File: config.mk
export PLATFORM = sky130hd
export DESIGN_NAME = mem_initiator
export DESIGN_NICKNAME = d
export VERILOG_FILES = /design/src/rtl/codes.sv /design/src/rtl/mem_lane_align.sv /design/src/rtl/mem_initiator.sv
export SDC_FILE = /design/constraint.sdc
export NUM_CORES = 1
export LEC_CHECK = 0
export ABC_AREA = 1
export BUFFER_PORTS_ARGS = -buffer_cell sky130_fd_sc_hd__clkbuf_2
export CAP_MARGIN = 20
export CORE_ASPECT_RATIO = 0.8
export CORE_MARGIN = 10
export CORE_UTILIZATION = 46
export CTS_CLUSTER_SIZE = 40
export DETAILED_ROUTE_END_ITERATION = 7
export PLACE_DENSITY_LB_ADDON = 0.2
export SKIP_CTS_REPAIR_TIMING = 1
export SYNTH_ARGS = -nofsm -noshare
export SYNTH_HDL_FRONTEND = slang
export SYNTH_SLANG_ARGS = --single-unit
File: constraint.sdc
create_clock -name clk -period 3.5 [get_ports clk]
set_clock_uncertainty 0.1 [all_clocks]
set_input_delay 0.525 -clock clk [delete_from_list [all_inputs] [get_ports clk]]
set_output_delay 0.525 -clock clk [all_outputs]
set_load 0.01 [all_outputs]
File: src/rtl/codes.sv
// -----------------------------------------------------------------------------
// codes: shared types for the CPU memory path.
//   size_t           - 32-bit byte address / data word
//   mem_size_t       - access width of a CPU load/store (BYTE, HALF, WORD)
//   mem_init_state_t - state encoding of the mem_initiator bus FSM
// -----------------------------------------------------------------------------
package codes;

    typedef logic [31:0] size_t;

    typedef enum logic [1:0] {
        BYTE = 2'd0,
        HALF = 2'd1,
        WORD = 2'd2
    } mem_size_t;

    typedef enum logic [2:0] {
        IDLE    = 3'd0,
        RD_REQ  = 3'd1,
        RD_DATA = 3'd2,
        WR_REQ  = 3'd3,
        RESP    = 3'd4,
        ERR     = 3'd5
    } mem_init_state_t;

endpackage

File: src/rtl/mem_lane_align.sv
// -----------------------------------------------------------------------------
// mem_lane_align: combinational byte-lane steering for a 32-bit little-endian
// bus.
//   size_i        access size (mem_size_t encoding; 3 is illegal)
//   addr_lo_i     byte offset within the word
//   signed_i      sign-extend load data when set
//   wdata_i       right-justified store data
//   rdata_i       raw bus read word
//   byteenable_o  active byte lanes
//   wdata_o       store data replicated into every lane it may occupy
//   rdata_o       selected lane shifted to bit 0, sign/zero extended
//   misaligned_o  offset violates the natural alignment, or size is illegal
// -----------------------------------------------------------------------------
module mem_lane_align
    import codes::*;
(
    input  logic [1:0]  size_i,
    input  logic [1:0]  addr_lo_i,
    input  logic        signed_i,
    input  logic [31:0] wdata_i,
    input  logic [31:0] rdata_i,
    output logic [3:0]  byteenable_o,
    output logic [31:0] wdata_o,
    output logic [31:0] rdata_o,
    output logic        misaligned_o
);

    logic [31:0] rdata_shift;
    logic [7:0]  lane_byte;
    logic [15:0] lane_half;

    always_comb begin
        rdata_shift = rdata_i >> {addr_lo_i, 3'b000};
        lane_byte   = rdata_shift[7:0];
        lane_half   = addr_lo_i[1] ? rdata_i[31:16] : rdata_i[15:0];

        // Illegal size falls through to the defaults and is flagged.
        byteenable_o = 4'b0000;
        wdata_o      = wdata_i;
        rdata_o      = 32'd0;
        misaligned_o = 1'b1;

        case (size_i)
            BYTE: begin
                byteenable_o = 4'b0001 << addr_lo_i;
                wdata_o      = {4{wdata_i[7:0]}};
                rdata_o      = {{24{signed_i & lane_byte[7]}}, lane_byte};
                misaligned_o = 1'b0;
            end
            HALF: begin
                byteenable_o = addr_lo_i[1] ? 4'b1100 : 4'b0011;
                wdata_o      = {2{wdata_i[15:0]}};
                rdata_o      = {{16{signed_i & lane_half[15]}}, lane_half};
                misaligned_o = addr_lo_i[0];
            end
            WORD: begin
                byteenable_o = 4'b1111;
                wdata_o      = wdata_i;
                rdata_o      = rdata_i;
                misaligned_o = |addr_lo_i;
            end
            default: ;
        endcase
    end

endmodule

File: src/rtl/mem_initiator.sv
// -----------------------------------------------------------------------------
// mem_initiator: turns one CPU load/store into a single word-aligned Avalon-MM
// transfer and returns extended load data or a store completion.
//   clk, reset            rising-edge clock, async active-high reset
//   req_valid/req_ready   CPU request handshake (ready only while idle)
//   req_write, req_size, req_signed, req_addr, req_wdata   request fields
//   resp_valid            one-cycle completion pulse
//   resp_rdata, resp_err  load result / misalignment flag (0 when not valid)
//   read, write, address, byteenable, writedata   Avalon command side
//   readdata, waitrequest                          Avalon response side
// All outputs are registered.
// -----------------------------------------------------------------------------
module mem_initiator
    import codes::*;
#(
    parameter logic [31:0] ADDR_MASK = 32'hFFFF_FFFC
) (
    input  logic        clk,
    input  logic        reset,
    input  logic        req_valid,
    output logic        req_ready,
    input  logic        req_write,
    // Plain 2-bit vector so the illegal encoding 3 can be presented and caught.
    input  logic [1:0]  req_size,
    input  logic        req_signed,
    input  size_t       req_addr,
    input  logic [31:0] req_wdata,
    output logic        resp_valid,
    output logic [31:0] resp_rdata,
    output logic        resp_err,
    output logic        read,
    output logic        write,
    output logic [31:0] address,
    output logic [3:0]  byteenable,
    output logic [31:0] writedata,
    input  logic [31:0] readdata,
    input  logic        waitrequest
);

    mem_init_state_t state_q;
    logic [1:0]      size_q;
    logic [1:0]      addr_lo_q;
    logic            signed_q;

    logic            is_idle;
    logic [1:0]      al_size;
    logic [1:0]      al_addr_lo;
    logic            al_signed;
    logic [3:0]      al_be;
    logic [31:0]     al_wdata;
    logic [31:0]     al_rdata;
    logic            al_misaligned;

    // One aligner serves both phases: while idle it looks at the incoming
    // request (byteenable, writedata, alignment); afterwards it sees the
    // captured request so the load extraction uses the accepted size/offset.
    assign is_idle    = (state_q == IDLE);
    assign al_size    = is_idle ? req_size        : size_q;
    assign al_addr_lo = is_idle ? req_addr[1:0]   : addr_lo_q;
    assign al_signed  = is_idle ? req_signed      : signed_q;

    mem_lane_align u_align (
        .size_i       (al_size),
        .addr_lo_i    (al_addr_lo),
        .signed_i     (al_signed),
        .wdata_i      (req_wdata),
        .rdata_i      (readdata),
        .byteenable_o (al_be),
        .wdata_o      (al_wdata),
        .rdata_o      (al_rdata),
        .misaligned_o (al_misaligned)
    );

    always_ff @(posedge clk or posedge reset) begin
        if (reset) begin
            state_q    <= IDLE;
            size_q     <= 2'd0;
            addr_lo_q  <= 2'd0;
            signed_q   <= 1'b0;
            req_ready  <= 1'b1;
            read       <= 1'b0;
            write      <= 1'b0;
            address    <= 32'd0;
            byteenable <= 4'd0;
            writedata  <= 32'd0;
            resp_valid <= 1'b0;
            resp_rdata <= 32'd0;
            resp_err   <= 1'b0;
        end else begin
            case (state_q)
                IDLE: begin
                    if (req_valid && req_ready) begin
                        size_q    <= req_size;
                        addr_lo_q <= req_addr[1:0];
                        signed_q  <= req_signed;
                        req_ready <= 1'b0;
                        if (al_misaligned) begin
                            // No bus traffic; report the error next cycle.
                            resp_valid <= 1'b1;
                            resp_err   <= 1'b1;
                            resp_rdata <= 32'd0;
                            state_q    <= ERR;
                        end else begin
                            // Bus fields are loaded once here and held for
                            // the whole strobe, however long waitrequest lasts.
                            address    <= req_addr & ADDR_MASK;
                            byteenable <= al_be;
                            if (req_write) begin
                                writedata <= al_wdata;
                                write     <= 1'b1;
                                state_q   <= WR_REQ;
                            end else begin
                                read    <= 1'b1;
                                state_q <= RD_REQ;
                            end
                        end
                    end
                end
                RD_REQ: begin
                    if (!waitrequest) begin
                        read    <= 1'b0;
                        state_q <= RD_DATA;
                    end
                end
                RD_DATA: begin
                    // Responder returns data one cycle after accepting.
                    resp_rdata <= al_rdata;
                    resp_valid <= 1'b1;
                    state_q    <= RESP;
                end
                WR_REQ: begin
                    if (!waitrequest) begin
                        write      <= 1'b0;
                        resp_valid <= 1'b1;
                        resp_rdata <= 32'd0;
                        state_q    <= RESP;
                    end
                end
                RESP, ERR: begin
                    resp_valid <= 1'b0;
                    resp_rdata <= 32'd0;
                    resp_err   <= 1'b0;
                    req_ready  <= 1'b1;
                    state_q    <= IDLE;
                end
                default: begin
                    read       <= 1'b0;
                    write      <= 1'b0;
                    resp_valid <= 1'b0;
                    resp_rdata <= 32'd0;
                    resp_err   <= 1'b0;
                    req_ready  <= 1'b1;
                    state_q    <= IDLE;
                end
            endcase
        end
    end

endmodule

==> reports/qor_table.md <==
| Group | Quantity | This run |
|:---|:---|:---|
| run status | Status | finished, final reports clean |
| synth | Register bit total from synthesis | 111 |
| worst setup path | Endpoint arrival time on the critical path | 3.18 ns |
| worst setup path | Worst endpoint required time | 3.70 ns |
| drt | Wirelength, routed | 18200 µm |
| finish | Layout area overhead | 23.0% |
| worst setup path | Endpoint type of the worst setup path | flip-flop |
| drt | Average vias per placed instance | 4.88 |
| finish | Net total in the final layout | 1148 |
| power and ir drop | Worst supply voltage drop on vdd | 0.000505 V |
| synth | Fraction of registers with async set/reset | 100% |
| drt | Iteration count of the initial detailed-routing pass | 5 |
| synth | Mapped Area | 0.00600 mm² |
| power and ir drop | Portion of total power attributed to combinational logic | 56.6% |
| clock network | Clock Latency Late Sink | 0.35 ns |
| worst setup path | Setup CP Type | flip-flop to flip-flop |
| placed design | Routability Congestion | 0.873 |
| worst setup path | Buf/Inv on CP | 1 |
| synth | Count of yosys warnings during synthesis | 0 |
| floorplan | Horiz. Die Dim | 148 µm |
| synth | Most common flop cell mapped by yosys | sky130_fd_sc_hd__dfrtp_1 |
| timing | RSZ-0062 raised after global routing | false |
| timing | Final count of hold timing violations | 0 |
| floorplan | Core area | 0.0128 mm² |
| timing | Final-report setup violation count | 0 |
| floorplan | Chip height | 122 µm |
| placed design | IO buf count | 206 |
| worst setup path | Critical path cell sequence | nor2_4 -> nand2_4 -> o21ai_2 -> nand2_4 -> inv_2 -> nand4_2 -> nand2_1 -> nand2_1 -> nand2_1 |
| finish | Antenna diodes | 0 |
| worst setup path | CP Max Fanout | 24 |
| synth | Post-synth top area share | 45.9% |
| global routing | Antenna violations before repair | 0 |
| drt | Average wire per standard cell | 14.9 µm |
| timing | Minimum hold slack | 0.238 ns |
| drt | Number of design-rule violations left by the first detailed-router iteration | 365 |
| power and ir drop | Areal power density over the cells | 983 mW/mm² |
| floorplan | Number of top-level pins | 209 |
| clock network | Number of buffers created by CTS | 9 |
| power and ir drop | Standby leakage power | 4.46 nW |
| power and ir drop | Sequential fraction of design power | 29.8% |
| run | Max-Cap Viols | 0 |
| power and ir drop | Int Pwr | 3.69 mW |
| worst setup path | Cell seen most often among critical-path stages | sky130_fd_sc_hd__nand2_1 |
| finish | Area of combinational cells with multiple inputs | 0.00276 mm² |
| drt | Antenna Violating Nets Remaining | 0 |
| synth | Distinct cell type count of the synthesized netlist | 34 |
| placed design | DP Area | 0.00710 mm² |
| synth | Cell type with the largest total area after synthesis | sky130_fd_sc_hd__dfrtp_1 |
| power and ir drop | Net Sw Frac | 49.1% |
| timing | Slew Limit Headroom | 36.1% |
| worst setup path | Slowest stage cell on the critical path | sky130_fd_sc_hd__nand4_2 |
| finish | Core occupancy in the finished layout | 57.5% |
| timing | Fin. max-slew vios | 0 |
| drt | Total via count after detailed routing | 5954 |
| global routing | First-pass GRT wire length | 29100 µm |
| clock network | TritonCTS clock tree | done |
| power and ir drop | Sw power | 3.56 mW |
| finish | Number of inserted filler cells in the final layout | 1281 |
| worst setup path | Nature of the critical path startpoint | flip-flop |
| clock network | Depth of the CTS H-tree | 3 |
| power and ir drop | Share of power burned in the clock network | 13.6% |
| global routing | GRT Resource Usage Total | 19.8% |
| power and ir drop | Post-route total power | 7.25 mW |
| synth | Mean instance size in the synthesized netlist | 7.00 µm² |
| finish | Fraction of final layout cells with drive strength greater than 1 | 24.9% |
| timing | Slew @ Worst Pin | 0.957 ns |
| floorplan | Initial cell density of the core | 46.8% |
| timing | Final setup TNS | 0 ns |
| synth | Sequential fraction of the synthesis area | 46.3% |
| drt | DRC viols | 0 |
| clock network | Longest Clk Path Bufs | 2 |
| floorplan | Number of rows in the core area | 37 |
| global routing | Largest net degree at the start of global routing | 42 |
| clock network | Clock transition at the registers of the reported paths | 0.08 ns |
| clock network | Clock tree root driver cell | sky130_fd_sc_hd__clkbuf_16 |
| worst setup path | Crit path max-delay family | simple AND/OR/NAND/NOR gates |
| synth | Number of instances in the synthesized netlist | 857 |
| floorplan | Die outline area | 0.0180 mm² |
| finish | Final non-filler cell area | 0.00738 mm² |
| timing | Ratio of final minimum period to clock period | 85.3% |
| finish | Area occupied by registers | 0.00278 mm² |
| timing | Highest Clock Rate | 335 MHz |
| global routing | Number of global-route vias before repair | 5653 |
| synth | Area contributors post-synth | sky130_fd_sc_hd__dfrtp_1 (46%), sky130_fd_sc_hd__nand2_1 (28%), sky130_fd_sc_hd__nand3_1 (5.0%) |
| clock network | Total clock sinks | 111 |
| global routing | Global route overflow | 0 |
| worst setup path | Worst path max stage delay | 0.58 ns |
| placed design | Detailed placement HPWL | 13600 µm |
| synth | Post-synth EDFFs | 0 |
| min path | Hold Crit Class | input port to async pin |
| timing | Min Clock Period, post-route | 2.99 ns |
state kept, by name, indices dropped and copies added, names as in the netlist:
signal      cells
addr_lo_q       2
write           1
resp_valid      1
resp_rdata     32
read            1
size_q          2
byteenable      4
state_q         3
req_ready       1
resp_err        1
signed_q        1
address        30
writedata      32
worst register-to-register path, cell delays in order (launching register included):
cell                      delay, ns
sky130_fd_sc_hd__dfrtp_1       0.47
sky130_fd_sc_hd__nor2_4        0.18
sky130_fd_sc_hd__nand2_4       0.16
sky130_fd_sc_hd__o21ai_2       0.48
sky130_fd_sc_hd__nand2_4       0.23
sky130_fd_sc_hd__inv_2         0.34
sky130_fd_sc_hd__nand4_2       0.58
sky130_fd_sc_hd__nand2_1       0.23
sky130_fd_sc_hd__nand2_1       0.08
sky130_fd_sc_hd__nand2_1       0.08
layer usage:
metal,track usage (%),vias up,wire length [µm]
met5,0,-,0
met4,3.40,0,108
met3,7.45,10,1540
met2,30.8,186,8270
met1,26.3,2757,8300
li1,-,3001,-
final cells by class:
cell class / count / share of cell area (%)
Clock inverter: 6 / 0.729
Timing Repair Buffer: 220 / 15.6
Sequential cell: 111 / 37.7
Multi-Input combinational cell: 650 / 37.4
Inverter: 50 / 2.59
Tap cell: 175 / 2.97
Clock buffer: 9 / 3.05
metrics by stage:
step	std cells	worst slack (ns)
after floorplan	858	1.53
after global placement	1206	0.619
after detailed placement	1206	0.511
after CTS	1221	0.516
after global routing	1221	0.257
final	1221	0.514
cell families after synthesis:
group / synth area share (%)
DFF: 46.3
AOI/OAI and AO/OA: 5.59
other: 0.0625
buffers and inverters: 7.70
and+or+nand+nor: 39.9
adders and majority gates: 0.417
power groups by stage:
stage                     clock (mW)  combinational (mW)  sequential (mW)
after global routing            1.07                4.67             2.22
after floorplan                    0                2.68             2.38
after detailed placement           0                4.13             2.17
after CTS                       1.02                4.14             2.16
after global placement             0                4.07             2.17
final                          0.988                4.10             2.16
worst paths after layout:
kind | from | endpoint | slack (ns) | cells past startpoint
worst max-delay path | state_q[2] | resp_rdata[16] | 0.51 | 9
worst min register to register | address[25] | address[25] | 0.37 | 2
worst min-delay path | reset | address[27] | 0.24 | 2
min in group clk | req_addr[11] | address[11] | 0.26 | 3
max in group asynchronous | reset | resp_rdata[8] | 2.12 | 3
worst max register to register | state_q[2] | resp_rdata[16] | 0.51 | 9
layout by cell type, fill, tap and decap left out, types with 2 or more instances in the layout:
master / instances
sky130_fd_sc_hd__clkinv_4: 3
sky130_fd_sc_hd__o21ai_0: 40
sky130_fd_sc_hd__ha_1: 2
sky130_fd_sc_hd__dfrtp_1: 110
sky130_fd_sc_hd__clkbuf_2: 206
sky130_fd_sc_hd__inv_1: 46
sky130_fd_sc_hd__inv_2: 3
sky130_fd_sc_hd__clkbuf_16: 9
sky130_fd_sc_hd__nand3_2: 8
sky130_fd_sc_hd__nand2_4: 2
sky130_fd_sc_hd__conb_1: 2
sky130_fd_sc_hd__nand2_1: 440
sky130_fd_sc_hd__o21a_1: 7
sky130_fd_sc_hd__nor2_4: 2
sky130_fd_sc_hd__nor2_1: 65
sky130_fd_sc_hd__buf_4: 13
sky130_fd_sc_hd__o21ai_2: 2
sky130_fd_sc_hd__nand3_1: 60
sky130_fd_sc_hd__a21oi_1: 4
sky130_fd_sc_hd__nand2_2: 3
sky130_fd_sc_hd__clkinvlp_4: 2
sky130_fd_sc_hd__nor3_1: 3
cells in the mapped netlist, types with 2 or more instances:
cell / n
sky130_fd_sc_hd__buf_6: 6
sky130_fd_sc_hd__inv_1: 47
sky130_fd_sc_hd__o21ai_2: 2
sky130_fd_sc_hd__nand2_1: 440
sky130_fd_sc_hd__nand3_2: 8
sky130_fd_sc_hd__inv_2: 3
sky130_fd_sc_hd__nor2_1: 65
sky130_fd_sc_hd__dfrtp_1: 110
sky130_fd_sc_hd__o21a_1: 7
sky130_fd_sc_hd__ha_1: 2
sky130_fd_sc_hd__nand2_2: 3
sky130_fd_sc_hd__o21ai_0: 40
sky130_fd_sc_hd__buf_2: 21
sky130_fd_sc_hd__buf_4: 4
sky130_fd_sc_hd__a21oi_1: 4
sky130_fd_sc_hd__clkbuf_1: 11
sky130_fd_sc_hd__nor2_4: 2
sky130_fd_sc_hd__nor3_1: 3
sky130_fd_sc_hd__nand2_4: 2
sky130_fd_sc_hd__nand3_1: 60
sky130_fd_sc_hd__buf_1: 4
No activity file was read; power rests on OpenSTA's default activity.
